$ cat src/rtl/rom_port_arbiter.sv
// Arbitrates the single combinational instruction-ROM read port between fetch (I) and data (D).
// Optional statistics counters are enabled with `define ROM_ARB_STATS_EN.

`ifndef WORD_ADDRESS_SIZE
`define WORD_ADDRESS_SIZE 2
`endif

module rom_port_arbiter #(
  parameter int unsigned ADDR_W   = 16,
  parameter int unsigned DATA_W   = 32,
  parameter int unsigned MAX_WAIT = 3
) (
  input  logic              clk,
  input  logic              reset,
  input  logic              if_valid,
  input  logic [ADDR_W-1:0] if_addr,
  output logic              if_ready,
  output logic              if_resp_valid,
  output logic [DATA_W-1:0] if_resp_data,
  output logic              if_resp_misaligned,
  input  logic              d_valid,
  input  logic [ADDR_W-1:0] d_addr,
  output logic              d_ready,
  output logic              d_resp_valid,
  output logic [DATA_W-1:0] d_resp_data,
  output logic              d_resp_misaligned,
  input  logic              flush,
  output logic [ADDR_W-1:0] rom_address,
  input  logic [DATA_W-1:0] rom_data
`ifdef ROM_ARB_STATS_EN
  ,
  output logic [31:0]       stat_if_grants,
  output logic [31:0]       stat_d_grants,
  output logic [31:0]       stat_conflicts
`endif
);

  localparam int unsigned SW  = 4;
  localparam int unsigned WAS = `WORD_ADDRESS_SIZE;

  generate
    if (MAX_WAIT < 1 || MAX_WAIT > 15) begin : g_bad_max_wait
      $error("rom_port_arbiter: MAX_WAIT must be in 1..15");
    end
  endgenerate

  typedef enum logic [1:0] {OWN_NONE, OWN_I, OWN_D} owner_e;

  owner_e            owner_q, owner_d;
  logic [SW-1:0]     starve_q, starve_d;
  logic [DATA_W-1:0] if_data_q, if_data_d, d_data_q, d_data_d;
  logic              if_mis_q, if_mis_d, d_mis_q, d_mis_d;
  logic              grant_i, grant_d, word_mis;
  logic [DATA_W-1:0] word;

  // Grant: data side wins conflicts until fetch has been refused MAX_WAIT times
  always_comb begin
    grant_i     = !reset && if_valid && !flush &&
                  (!d_valid || starve_q >= SW'(MAX_WAIT));
    grant_d     = !reset && d_valid && !grant_i;
    rom_address = grant_d ? d_addr : if_addr;
    word_mis    = rom_address[WAS-1:0] != '0;
    word        = word_mis ? '0 : rom_data;
  end

  always_ff @(posedge clk or posedge reset) begin
    if (reset) begin
      owner_q   <= OWN_NONE;
      starve_q  <= '0;
      if_data_q <= '0;
      if_mis_q  <= 1'b0;
      d_data_q  <= '0;
      d_mis_q   <= 1'b0;
    end else begin
      owner_q   <= owner_d;
      starve_q  <= starve_d;
      if_data_q <= if_data_d;
      if_mis_q  <= if_mis_d;
      d_data_q  <= d_data_d;
      d_mis_q   <= d_mis_d;
    end
  end

  // Next owner follows the grant; starvation count freezes during flush
  always_comb begin
    owner_d   = OWN_NONE;
    starve_d  = starve_q;
    if_data_d = if_data_q;
    if_mis_d  = if_mis_q;
    d_data_d  = d_data_q;
    d_mis_d   = d_mis_q;
    if (grant_i) begin
      owner_d   = OWN_I;
      if_data_d = word;
      if_mis_d  = word_mis;
    end else if (grant_d) begin
      owner_d   = OWN_D;
      d_data_d  = word;
      d_mis_d   = word_mis;
    end
    if (grant_i || !if_valid) begin
      starve_d = '0;
    end else if (!flush && starve_q < SW'(MAX_WAIT)) begin
      starve_d = starve_q + SW'(1);
    end
  end

  // A flush discards a fetch response that is on its way out
  always_comb begin
    if_ready           = grant_i;
    d_ready            = grant_d;
    if_resp_valid      = (owner_q == OWN_I) && !flush;
    d_resp_valid       = (owner_q == OWN_D);
    if_resp_data       = if_data_q;
    if_resp_misaligned = if_mis_q;
    d_resp_data        = d_data_q;
    d_resp_misaligned  = d_mis_q;
  end

`ifdef ROM_ARB_STATS_EN
  logic [31:0] st_i_q, st_i_d, st_d_q, st_d_d, st_c_q, st_c_d;

  always_comb begin
    st_i_d = st_i_q + 32'(grant_i);
    st_d_d = st_d_q + 32'(grant_d);
    st_c_d = st_c_q + 32'(if_valid && d_valid);
  end

  always_ff @(posedge clk or posedge reset) begin
    if (reset) begin
      st_i_q <= '0;
      st_d_q <= '0;
      st_c_q <= '0;
    end else begin
      st_i_q <= st_i_d;
      st_d_q <= st_d_d;
      st_c_q <= st_c_d;
    end
  end

  assign stat_if_grants = st_i_q;
  assign stat_d_grants  = st_d_q;
  assign stat_conflicts = st_c_q;
`endif

endmodule

$ cat config.mk
export PLATFORM = sky130hd
export DESIGN_NAME = rom_port_arbiter
export DESIGN_NICKNAME = d
export VERILOG_FILES = /design/src/rtl/rom_port_arbiter.sv
export SDC_FILE = /design/constraint.sdc
export NUM_CORES = 1
export LEC_CHECK = 0
export CAP_MARGIN = 40
export CORE_UTILIZATION = 31
export DETAILED_ROUTE_END_ITERATION = 10
export PLACE_DENSITY_LB_ADDON = 0.25
export SETUP_SLACK_MARGIN = 0.02
export SYNTH_ARGS = -nofsm -noshare
export SYNTH_HDL_FRONTEND = slang
export SYNTH_SLANG_ARGS = --single-unit
$ cat constraint.sdc
create_clock -name clk -period 5.3 [get_ports clk]
set_input_delay 0.53 -clock clk [delete_from_list [all_inputs] [get_ports clk]]
set_output_delay 0.53 -clock clk [all_outputs]
set_load 0.03 [all_outputs]
Word level (Yosys, flattened, before mapping)
Cells that the tools add are included.
- bits of input ports: 69
- bits in registers: 72
- output and inout bits: 86
- word-level logic and storage cells: 35
- add/sub/neg operators: 1
- eq/ne operators: 2
- reduce and logical (&&, ||, !) cells: 17
- bitwise gates (word level): 1
- multiplexer cells: 6
- order comparisons: 2
- operator list (kind ; number):
    2-to-1 mux 32 bit ; 1
    2-to-1 mux 16 bit ; 1
    2-to-1 mux 4 bit ; 2
    logical AND 1 bit ; 7
    logical NOT 1 bit ; 5
    adder 4 x 1 -> 4 bit (second input constant) ; 1
    >= comparator 4 x 2 -> 1 bit (second input constant) ; 1
    less-than comparator 4 x 2 -> 1 bit (second input constant) ; 1
    2-to-1 mux 2 bit ; 2
    nonzero test 2 bit ; 2
    == test 2 x 1 -> 1 bit (second input constant) ; 1
    == test 2 bit (second input constant) ; 1
    logical OR 1 bit ; 2
    AND reduction 2 bit ; 1
    inverter 1 bit ; 1

Depth between registers and ports, before layout
Gate-level depths: netlist (run 1).
- word-level depth: 9
- mapped depth: 6
- mapped depth without buffers: 5

Worst setup path before layout (run 1)
OpenSTA, ideal clock, no wires.
- path type: input to output
- start: in reset
- end: out if_ready
- data arrival time: 2.759 ns
- stages on the path: 4
- slack: 2.011 ns
- path buffers: 2
- cell sequence: inv_1 -> and3_1 -> buf_6 -> buf_6
- cells in the longest elaborated chain, start to end: 4
- RTL lines (item ; line ; RTL):
    start, declared ; 14 ; input logic reset,
    logical NOT 1 bit (no source line) ; -- ;
    logical AND 1 bit (3 in a row) ; 58 ; grant_i = !reset && if_valid && !flush &&
    end, declared ; 17 ; output logic if_ready,
Every way passes these cells.

Final worst setup path (run 1)
- start: in if_valid
- end: out rom_address[7]
- cells in the longest elaborated chain, start to end: 6
- RTL lines (item ; line ; RTL):
    start, declared ; 15 ; input logic if_valid,
    logical AND 1 bit (3 in a row) ; 58 ;
    logical NOT 1 bit ; 60 ; grant_d = !reset && d_valid && !grant_i;
    logical AND 1 bit ; 60 ;
    2-to-1 mux 16 bit ; 61 ; rom_address = grant_d ? d_addr : if_addr;
    end, declared ; 28 ; output logic [ADDR_W-1:0] rom_address,
Every way passes these cells.

==> impl_metrics.ini, run 1 <==
[run_status]
status = finished clean

[synth]
syn_area_per_cell_um2 = 12.5
ys_types = 24
synthesis.nets = 328
synth-edff-count = 0
post_synth_inst_count = 258
top_reg_cell_synth = sky130_fd_sc_hd__dfrtp_1
post-synth-top-area-fraction_pct = 55.9
netlist_top_cells_area = sky130_fd_sc_hd__dfrtp_1 56%, sky130_fd_sc_hd__mux2i_1 11%, sky130_fd_sc_hd__a32o_1 9.9%
yosys-top-cells-count = 72 x sky130_fd_sc_hd__dfrtp_1, 36 x sky130_fd_sc_hd__inv_1, 34 x sky130_fd_sc_hd__mux2i_1
synth_warnings = 0
yosysTopAreaCell = sky130_fd_sc_hd__dfrtp_1
yosys_reg_bits = 72
syn_area_um2 = 3220
leading_cell_type_by_number_of_instances_after_synthesis = sky130_fd_sc_hd__dfrtp_1
synth_seq_area_share_pct = 55.9
synthArstFlopShare_pct = 100

[clock_tree]
post-cts-setup-buffer-count = 0
clock-root-buffer = sky130_fd_sc_hd__clkbuf_8
clkTransAtPathRegs_ps = 80
tritoncts_clock_tree = done
post_cts_resize_count = 0
h-tree-depth = 3
clkSinkCount = 72
cts-buffers-inserted = 9
clock_tree.buffer_depth = 2
insertion_delay_ps = 350
ctsHoldBuffers = 0

[die]
start_util_pct = 32.5
die_area_um2 = 10800
core_area_um2 = 9910
io_pins = 155
placementRows = 36
die_height_um = 104
floorplan_die_width_um = 104

[global_routing]
global_route_wire_length_before_repair_um = 14800
globalRouteOverflowTotal = 0
antenna_found_initial = 0
global_route.usage.total_pct = 17.8
grt_pass1_vias = 2658
largest_net_degree_at_the_start_of_global_routing = 45

[sta]
achievable-frequency_mhz = 272
setup-violations-final = 0
least_margin_pin_slew_ps = 657
period_needed_ps = 3670
final.setup_skew_ps = 8.87
post-route-period-util_pct = 69.3
timing.max_slew.rel_slack_pct = 56.2
number_of_pins_with_negative_max_slew_slack_in_the_final_report = 0
rsz_0062_raised_after_global_routing = no
report.final.hold_viol_count = 0
timing.setup.tns_ps = 0

[placed_design]
io_buffer_count = 154
globalplace.congestion = 0.770
dp_hpwl_um = 6410

[setup_path]
ff2ff_path_depth = 5
arrival_ps = 3140
cp_data_required_time_ps = 4770
kind_of_end_point_of_the_critical_path = output port
critPathMaxFanout = 34
crit_path_start_kind = input pin
path_class = input pin to output port

[layout]
area_growth_syn_to_layout_pct = 59.3
post_route_cells_drive_above_1_share_pct = 11.1
fillCellCount = 897
final-seq-area_um2 = 1800
postLayoutCoreUtil_pct = 51.8
antenna_cells = 0
final_nets = 482
multiInputGateArea_um2 = 1180

[flow_run]
max_cap_violations = 0

[detailed_routing]
post-route-drc-count = 0
vias = 2581
drt_iter0_markers = 84
detail_route.wirelength_um = 9310
routedWlPerCell_um = 17.0
firstDrtPassIters = 4
ant_nets = 0
vias_per_cell = 4.70

[pwr]
static-leakage-power_nw = 2.22
worst_vdd_rail_ir_drop_mv = 0.203
cellPowerDensity_nw_per_um2 = 333
post-layout-total-power_w = 0.00171

[hold_path]
holdCritPathClass = flip-flop to flip-flop
min_delay_path_depth = 1
## logic make-up after synthesis
logic type | share of synthesized area [%]
flops | 55.9
mux | 18.0
buf+inv | 7.92
xor+xnor | 0.272
compound gates | 10.7
simple gates | 6.79
fa+ha+maj | 0.388
## layer usage
| layer | track usage [%] | share of wire, % | vias to the layer above |
|---|---|---|---|
| li1 | - | - | 1201 |
| met1 | 22.1 | 44 | 1267 |
| met2 | 29.0 | 48 | 101 |
| met3 | 5.83 | 7.2 | 12 |
| met4 | 5.82 | 1.3 | 0 |
| met5 | 0 | 0 | - |
## power breakdown
part / total, W / internal, W / switching [W]
Combinational: 0.000521 / 0.000240 / 0.000281
Clock: 0.000530 / 0.000324 / 0.000206
Sequential: 0.000657 / 0.000619 / 0.0000377
## metrics by stage
stage / hold slack (ps) / worst slack [ps] / cells / cell area [um2]
3_5_place_dp: 480 / 1610 / 534 / 4890
4_1_cts: 498 / 1610 / 549 / 5140
2_1_floorplan: 510 / 2010 / 258 / 3220
5_1_grt: 510 / 1470 / 549 / 5140
6_report: 497 / 1630 / 549 / 5140
3_3_place_gp: 474 / 1660 / 533 / 4870
## registers in the layout (all words and copies together) (netlist names)
register            flops
d_resp_data            32
if_resp_data           32
starve_q                4
owner_q                 2
d_resp_misaligned       1
if_resp_misaligned      1
## area by class of cell
class,count,area share [%]
Clock inverter,5,2.02
Timing Repair Buffer,161,31.4
Multi-Input combinational cell,132,22.9
Inverter,36,2.63
Clock buffer,10,2.68
Sequential cell,72,35.1
Tap cell,133,3.24
## cells in the final DEF, fill, tap and decap left out, types with 2 or more instances in the layout
master / instances
sky130_fd_sc_hd__a32o_1: 32
sky130_fd_sc_hd__buf_4: 6
sky130_fd_sc_hd__bufinv_16: 3
sky130_fd_sc_hd__clkbuf_8: 10
sky130_fd_sc_hd__clkdlybuf4s50_1: 154
sky130_fd_sc_hd__dfrtp_1: 72
sky130_fd_sc_hd__inv_1: 35
sky130_fd_sc_hd__mux2_4: 16
sky130_fd_sc_hd__mux2i_1: 34
sky130_fd_sc_hd__nand2_1: 33
sky130_fd_sc_hd__nor2b_1: 2
sky130_fd_sc_hd__nor3b_2: 2
## final timing paths
kind | startpoint | end | slack (ps)
min in group asynchronous | reset | starve_q[0] | 670
max reg2reg | starve_q[0] | d_resp_data[15] | 3120
min | d_resp_data[6] | d_resp_data[6] | 500
max in group asynchronous | reset | if_resp_data[28] | 4090
min reg2reg | d_resp_data[6] | d_resp_data[6] | 500
max | if_valid | rom_address[7] | 1630
## critical path, stage by stage
cell and delay, ps:
sky130_fd_sc_hd__clkdlybuf4s50_1 520, sky130_fd_sc_hd__nor2b_1 220, sky130_fd_sc_hd__a21o_2 400, sky130_fd_sc_hd__buf_4 500
sky130_fd_sc_hd__mux2_4 340, sky130_fd_sc_hd__clkdlybuf4s50_1 590
(Power assumes the default switching activity.)
==> run 2: changes to the inputs <==
- clock period: 5.3 -> 3.6 ns (I/O delays scaled with it)
==> impl_metrics.ini, run 2 (synthesis gave the netlist of run 1 again) <==
[run_status]
status = finished clean

[setup_path]
worst_path_largest_cell_delay_ps = 660
kind_of_end_point_of_the_critical_path = output port
critPathMaxFanout = 20
arrival_ps = 2870
path_class = flip-flop to output port
critical_path.slowest_cell = sky130_fd_sc_hd__clkdlybuf4s50_1
critical_path.cell_chain = ha_1, or4b_4, a21o_2, buf_4, inv_1, clkdlybuf4s50_1
crit_path_start_kind = flip-flop
cp_data_required_time_ps = 3240

[global_routing]
largest_net_degree_at_the_start_of_global_routing = 50
global_route.usage.total_pct = 17.8
antenna_found_initial = 0
global_route_wire_length_before_repair_um = 15000
grt_pass1_vias = 2710
globalRouteOverflowTotal = 0

[die]
die_area_um2 = 10800
die_height_um = 104
io_pins = 155
start_util_pct = 32.5
floorplan_die_width_um = 104
core_area_um2 = 9910
placementRows = 36

[layout]
multiInputGateArea_um2 = 1180
post_route_cells_drive_above_1_share_pct = 11.5
final_common_cell = sky130_fd_sc_hd__clkdlybuf4s50_1
postLayoutCoreUtil_pct = 51.4
area_growth_syn_to_layout_pct = 58.0
finalNonFillerCells = 551
antenna_cells = 0
final_cell_mix = 153 x sky130_fd_sc_hd__clkdlybuf4s50_1, 72 x sky130_fd_sc_hd__dfrtp_1, 35 x sky130_fd_sc_hd__inv_1, 34 x sky130_fd_sc_hd__mux2i_1, 33 x sky130_fd_sc_hd__nand2_1
final_nets = 483
fillCellCount = 927
final-seq-area_um2 = 1800

[pwr]
worst_vdd_rail_ir_drop_mv = 0.226
post-layout-total-power_w = 0.00238
static-leakage-power_nw = 2.19
cellPowerDensity_nw_per_um2 = 468

[sta]
timing.max_slew.rel_slack_pct = 61.6
post-route-period-util_pct = 89.6
least_margin_pin_slew_ps = 576
timing.setup.tns_ps = 0
rsz_0062_raised_after_global_routing = no
number_of_pins_with_negative_max_slew_slack_in_the_final_report = 0
final.setup_skew_ps = 14.0
period_needed_ps = 3230
setup-violations-final = 0
achievable-frequency_mhz = 310
report.final.hold_viol_count = 0

[clock_tree]
ctsHoldBuffers = 0
clkTransAtPathRegs_ps = 70
clock_tree.buffer_depth = 2
clock-root-buffer = sky130_fd_sc_hd__clkbuf_8
insertion_delay_ps = 340
tritoncts_clock_tree = done
post-cts-setup-buffer-count = 0
clkSinkCount = 72
post_cts_resize_count = 0
h-tree-depth = 3
cts-buffers-inserted = 9

[placed_design]
post-place-cells = 535
globalplace.congestion = 0.752
io_buffer_count = 154
dp_hpwl_um = 6470

[detailed_routing]
vias = 2621
firstDrtPassIters = 4
routedWlPerCell_um = 17.1
drt_iter0_markers = 60
post-route-drc-count = 0
ant_nets = 0
vias_per_cell = 4.76
detail_route.wirelength_um = 9400

[flow_run]
max_cap_violations = 0

[hold_path]
holdCritPathClass = input pin to asynchronous set/reset pin
==> run 2: changes by cell type in the layout (fill, tap and decap cells not counted), sizes merged <==
| cell | change |
|---|---|
| buf | +2 |
| clkinvlp | +2 |
| bufinv | -2 |
| clkdlybuf4s50 | -1 |
| inv | +1 |
==> run 2: per-stage QoR <==
stage          hold slack (ps)  cell area (um2)  setup WS [ps]
2_1_floorplan              488             3220            651
3_3_place_gp               472             4870            520
3_5_place_dp               481             4900            515
4_1_cts                    472             5090            346
5_1_grt                    503             5090            255
6_report                   476             5090            373
==> run 2: cell type report <==
class	instances	area share (%)
repair buffers	162	31.8
well taps	133	3.27
flip-flops and latches	72	35.4
multi-input cells	132	23.1
clock buffers	10	2.50
inverters	36	2.65
clock inverters	6	1.33
==> run 2: critical path, delay by kind of cell, from the launching register on <==
kind / cells / cell delay (ps)
compound gates: 1 / 410
fa+ha+maj: 1 / 220
buf+inv: 3 / 1010
flops: 1 / 400
simple gates: 1 / 490
==> run 2: routing by layer <==
layer,wire [um],part of all wire [%],up-vias,GRT usage (%)
li1,-,-,1201,-
met1,4190,45,1293,22.7
met2,4460,47,113,29.1
met3,562,6.0,14,4.26
met4,186,2.0,0,6.53
met5,0,0,-,0
==> run 2: final timing paths <==
check	start	end	slack [ps]	cells past startpoint
min in group clk	d_resp_data[16]	d_resp_data[16]	490	1
setup / recovery	starve_q[0]	d_ready	370	6
hold / removal	reset	starve_q[3]	480	3
hold reg to reg	d_resp_data[16]	d_resp_data[16]	490	1
max in group asynchronous	reset	if_resp_data[28]	2570	4
setup reg to reg	starve_q[0]	d_resp_data[27]	1440	5
==> run 2: report_power, final <==
group          internal, W  leakage, nW  switching, W  total, W
logic             0.000354         1.15      0.000415  0.000770
clock network     0.000324       0.0933      0.000321  0.000645
registers         0.000911        0.949     0.0000580  0.000969
total              0.00159         2.19      0.000794   0.00238
==> patch 1 (flow settings as in run 1) <==
Change the macro `WORD_ADDRESS_SIZE` from 2 to 3.
--- a/src/rtl/rom_port_arbiter.sv
+++ b/src/rtl/rom_port_arbiter.sv
@@ -4,3 +4,3 @@
 `ifndef WORD_ADDRESS_SIZE
-`define WORD_ADDRESS_SIZE 2
+`define WORD_ADDRESS_SIZE 3
 `endif
Check against the original RTL: not equivalent (a bounded check fails within 4 cycles, from zero or initial values and one cycle with reset high).
==> patch 1 against run 1 <==
Setup slack improved by 17 ps; design area rose by 1.4%; clock power is 15% lower; wire length is 0.64% lower; sequential cell count is the same; power shrank 15%; count of clock-buffer cells in the layout is 1 lower; global-route usage down 0.74 points; clock skew is 4.3 ps higher; non-clock buffer count is 2 lower; area after synthesis grew 4.0%; sequential share of layout area down 0.49 points; critical path type unchanged.
==> patch 1: results <==
outcome:
  outcome: "complete, no violations"
pwr:
  ir_worst_vdd_mv: 0.156
  clkPwrFrac_pct: 30.8
  p_int_mw: 0.998
  cellPowerDensity_mw_per_mm2: 280
  power_frac_seq_pct: 42.4
  p_leak_nw: 2.15
routing:
  drt_iter0_markers: 159
  via_per_inst: 4.70
  wl_met2_microns: 4340
  drt-met1-wl_microns: 4120
  wire_per_inst_microns: 15.7
timing:
  finalCritPeriodShare_pct: 69.0
  fin_skew_ps: 13.2
  tightest_slew_ps: 832
critical_path:
  critPathCapture: "rom_address[1]"
  reg2reg_setup_slack_ps: 3210
  worstSetupStartpoint: "reset"
yosys:
  yosys-top-cells-count: "72 x dfrtp_1, 39 x inv_1, 34 x mux2i_1"
  synth_cell_type_count: 25
  syn-num-nets: 368
  yosys-top-cells-area: "dfrtp_1 54%, mux2i_1 10%, o2bb2ai_1 8.4%"
  ys_seq_area_share_pct: 53.7
place:
  pre_cts_ws_ps: 1580
  dp_hpwl_microns: 6330
grt:
  grtUsageMet2_pct: 28.0
  grt_pass1_vias: 2810
  grt_util_met3_pct: 5.58
  track_usage_pct: 17.0
  grt_max_degree: 39
patch 1: cell count changes after synthesis, moves of 2 or more:
| cell | change |
|---|---|
| inv_1 | +3 |
| nor3b_2 | -2 |
| nand3_1 | +32 |
| clkbuf_1 | +3 |
| mux2_2 | +5 |
| a32o_1 | -32 |
| nor2_1 | +2 |
| mux2_4 | -4 |
| o2bb2ai_1 | +32 |
patch 1: worst min path at each step:
stage | slack, ps | cells past startpoint | end | from
global placement | 470 | 1 | d_resp_data[22] | d_resp_data[22]
detailed placement | 470 | 1 | d_resp_data[17] | d_resp_data[17]
finish | 500 | 1 | d_resp_data[15] | d_resp_data[15]
global route | 520 | 1 | d_resp_data[17] | d_resp_data[17]
floorplan | 530 | 2 | starve_q[3] | starve_q[3]
CTS | 500 | 1 | d_resp_data[16] | d_resp_data[16]
patch 1: worst max-delay path: stages:
cell	delay, ps
clkdlybuf4s50_1	500
nor2b_4	690
o21ai_4	400
mux2_4	390
clkdlybuf4s50_1	610
patch 1: per-stage QoR:
step / std cells / hold slack, ps / total power, mW
global route: 588 / 521 / 1.53
floorplan: 298 / 527 / 0.834
detailed placement: 572 / 473 / 1.02
finish: 588 / 497 / 1.46
CTS: 588 / 498 / 1.48
global placement: 572 / 472 / 1.02
patch 1: area by class of cell:
class | instances | share of cell area, %
sequential | 72 | 34.6
timing repair buffer | 159 | 30.3
multi-input combinational | 165 | 25.0
tap | 136 | 3.27
inverter | 40 | 2.93
clock buffer | 9 | 2.38
clock inverter | 7 | 1.54
patch 1: logic make-up after synthesis:
| group | share of synthesized area [%] |
|---|---|
| buf+inv | 8.28 |
| fa+ha+maj | 0.373 |
| xor+xnor | 0.261 |
| mux | 17.2 |
| compound gates | 8.77 |
| flops | 53.7 |
| simple gates | 11.4 |
==> patch 2 (flow settings as in run 1) <==
Without the edit above. Take the reset off `if_data_q` and `d_data_q` and load them in a clocked block of their own.
--- a/src/rtl/rom_port_arbiter.sv
+++ b/src/rtl/rom_port_arbiter.sv
@@ -69,5 +69,3 @@
       starve_q  <= '0;
-      if_data_q <= '0;
       if_mis_q  <= 1'b0;
-      d_data_q  <= '0;
       d_mis_q   <= 1'b0;
@@ -76,7 +74,10 @@
       starve_q  <= starve_d;
-      if_data_q <= if_data_d;
       if_mis_q  <= if_mis_d;
-      d_data_q  <= d_data_d;
       d_mis_q   <= d_mis_d;
     end
+  end
+
+  always_ff @(posedge clk) begin
+    if_data_q <= if_data_d;
+    d_data_q  <= d_data_d;
   end
Behaviour: differs if reset is asserted again (counterexample within 4 cycles, from zero or initial values and one cycle with reset high); with reset held inactive, the same outputs for 10 cycles.
==> patch 2 against run 1 <==
Setup slack better by 300 ps; via count down 19%; design area down 4.9%; wire length down 19%; critical path type unchanged; critical path depth down 1; fmax up 8.8%; area after synthesis down 7.3%; die area down 7.2%; sequential cell count unchanged; cell count down 17%; largest cell class unchanged.
Power is not compared: it rests on default switching activity, and its combinational part moved more than twofold at a synthesized area within 25%.
==> patch 2: results <==
routing:
  dr_wl_met3_microns: 590
  drt-met1-wl_microns: 2870
  wl_met2_microns: 3930
  wire_per_inst_microns: 16.4
grt:
  track_usage_pct: 15.1
  grtUsageMet2_pct: 27.1
  grt_antenna_before_repair: 0
  met1_usage_pct: 16.1
  grt_pass1_wl_microns: 11300
  grt_pass1_vias: 2222
  grt_util_met3_pct: 4.74
cells_and_area:
  multi_input_comb_cells: 78
  nets: 394
  final-nonclk-buf-share_pct: 32.8
  final_cell_count_no_fill: 458
  fillers: 801
  area_growth_pct: 63.5
  inv_count: 5
  seq_area_sq_mm: 0.00212
  layout-drive-gt1-share_pct: 20.7
  n_all_buffers: 158
  seq_cells: 72
  multi_input_area_share_pct: 16.1
place:
  place_area_sq_mm: 0.00469
  gp_congestion: 0.733
  place_inst: 442
yosys:
  postSynthAreaPerCell_sq_um: 18.4
  postSynth.asyncResetShare_pct: 11.1
  synth_compound_area_share_pct: 14.5
  syn-num-nets: 232
  yosys-top-cells-area: "edfxtp_1 64%, a21boi_2 11%, dfrtp_1 6.7%"
  synth_edf_count: 64
  synth_xor_area_share_pct: 0
  synth_top_area_share_pct: 64.3
  yosys-top-cells-count: "64 x edfxtp_1, 30 x a21boi_2, 11 x mux2_2, 8 x dfrtp_1, 6 x buf_6"
  ys_seq_area_share_pct: 71.0
critical_path:
  worst_path_dominant_cell_family: "buffers and inverters"
  worst_ep_arrival_time_ps: 2850
  crit_fanout: 19
  reg2reg_setup_slack_ps: 2660
  slowest_delay_ps: 610
pwr:
  p_leak_nw: 1.73
outcome:
  outcome: "complete, no violations"
timing:
  whs_ps: 523
  tightest_slew_ps: 769
  fin_skew_ps: 5.56
==> patch 2: cell types whose count changed in the layout (fill, tap and decap cells not counted), moves of 5 or more <==
cell      change
a21boi_2     +30
inv_1        -30
edfxtp_1     +64
mux2_1        +5
dfrtp_1      -64
mux2_4       -16
nand2_1      -33
mux2i_1      -32
a32o_1       -32
mux2_2       +11
==> patch 2: final timing paths <==
check / startpoint / to / depth (start not counted)
hold reg to reg: d_resp_misaligned / d_resp_misaligned / 2
min in group asynchronous: reset / starve_q[0] / 2
hold / removal: d_resp_misaligned / d_resp_misaligned / 2
max in group asynchronous: reset / owner_q[0] / 2
setup reg to reg: starve_q[0] / if_resp_data[0] / 5
setup / recovery: flush / rom_address[5] / 5
==> patch 2: power by group <==
group / total [mW] / switching, mW / leakage (nW) / internal [mW]
registers: 0.646 / 0.00625 / 0.710 / 0.639
logic: 0.231 / 0.114 / 0.928 / 0.117
clock network: 0.426 / 0.209 / 0.0916 / 0.217
total: 1.30 / 0.330 / 1.73 / 0.973
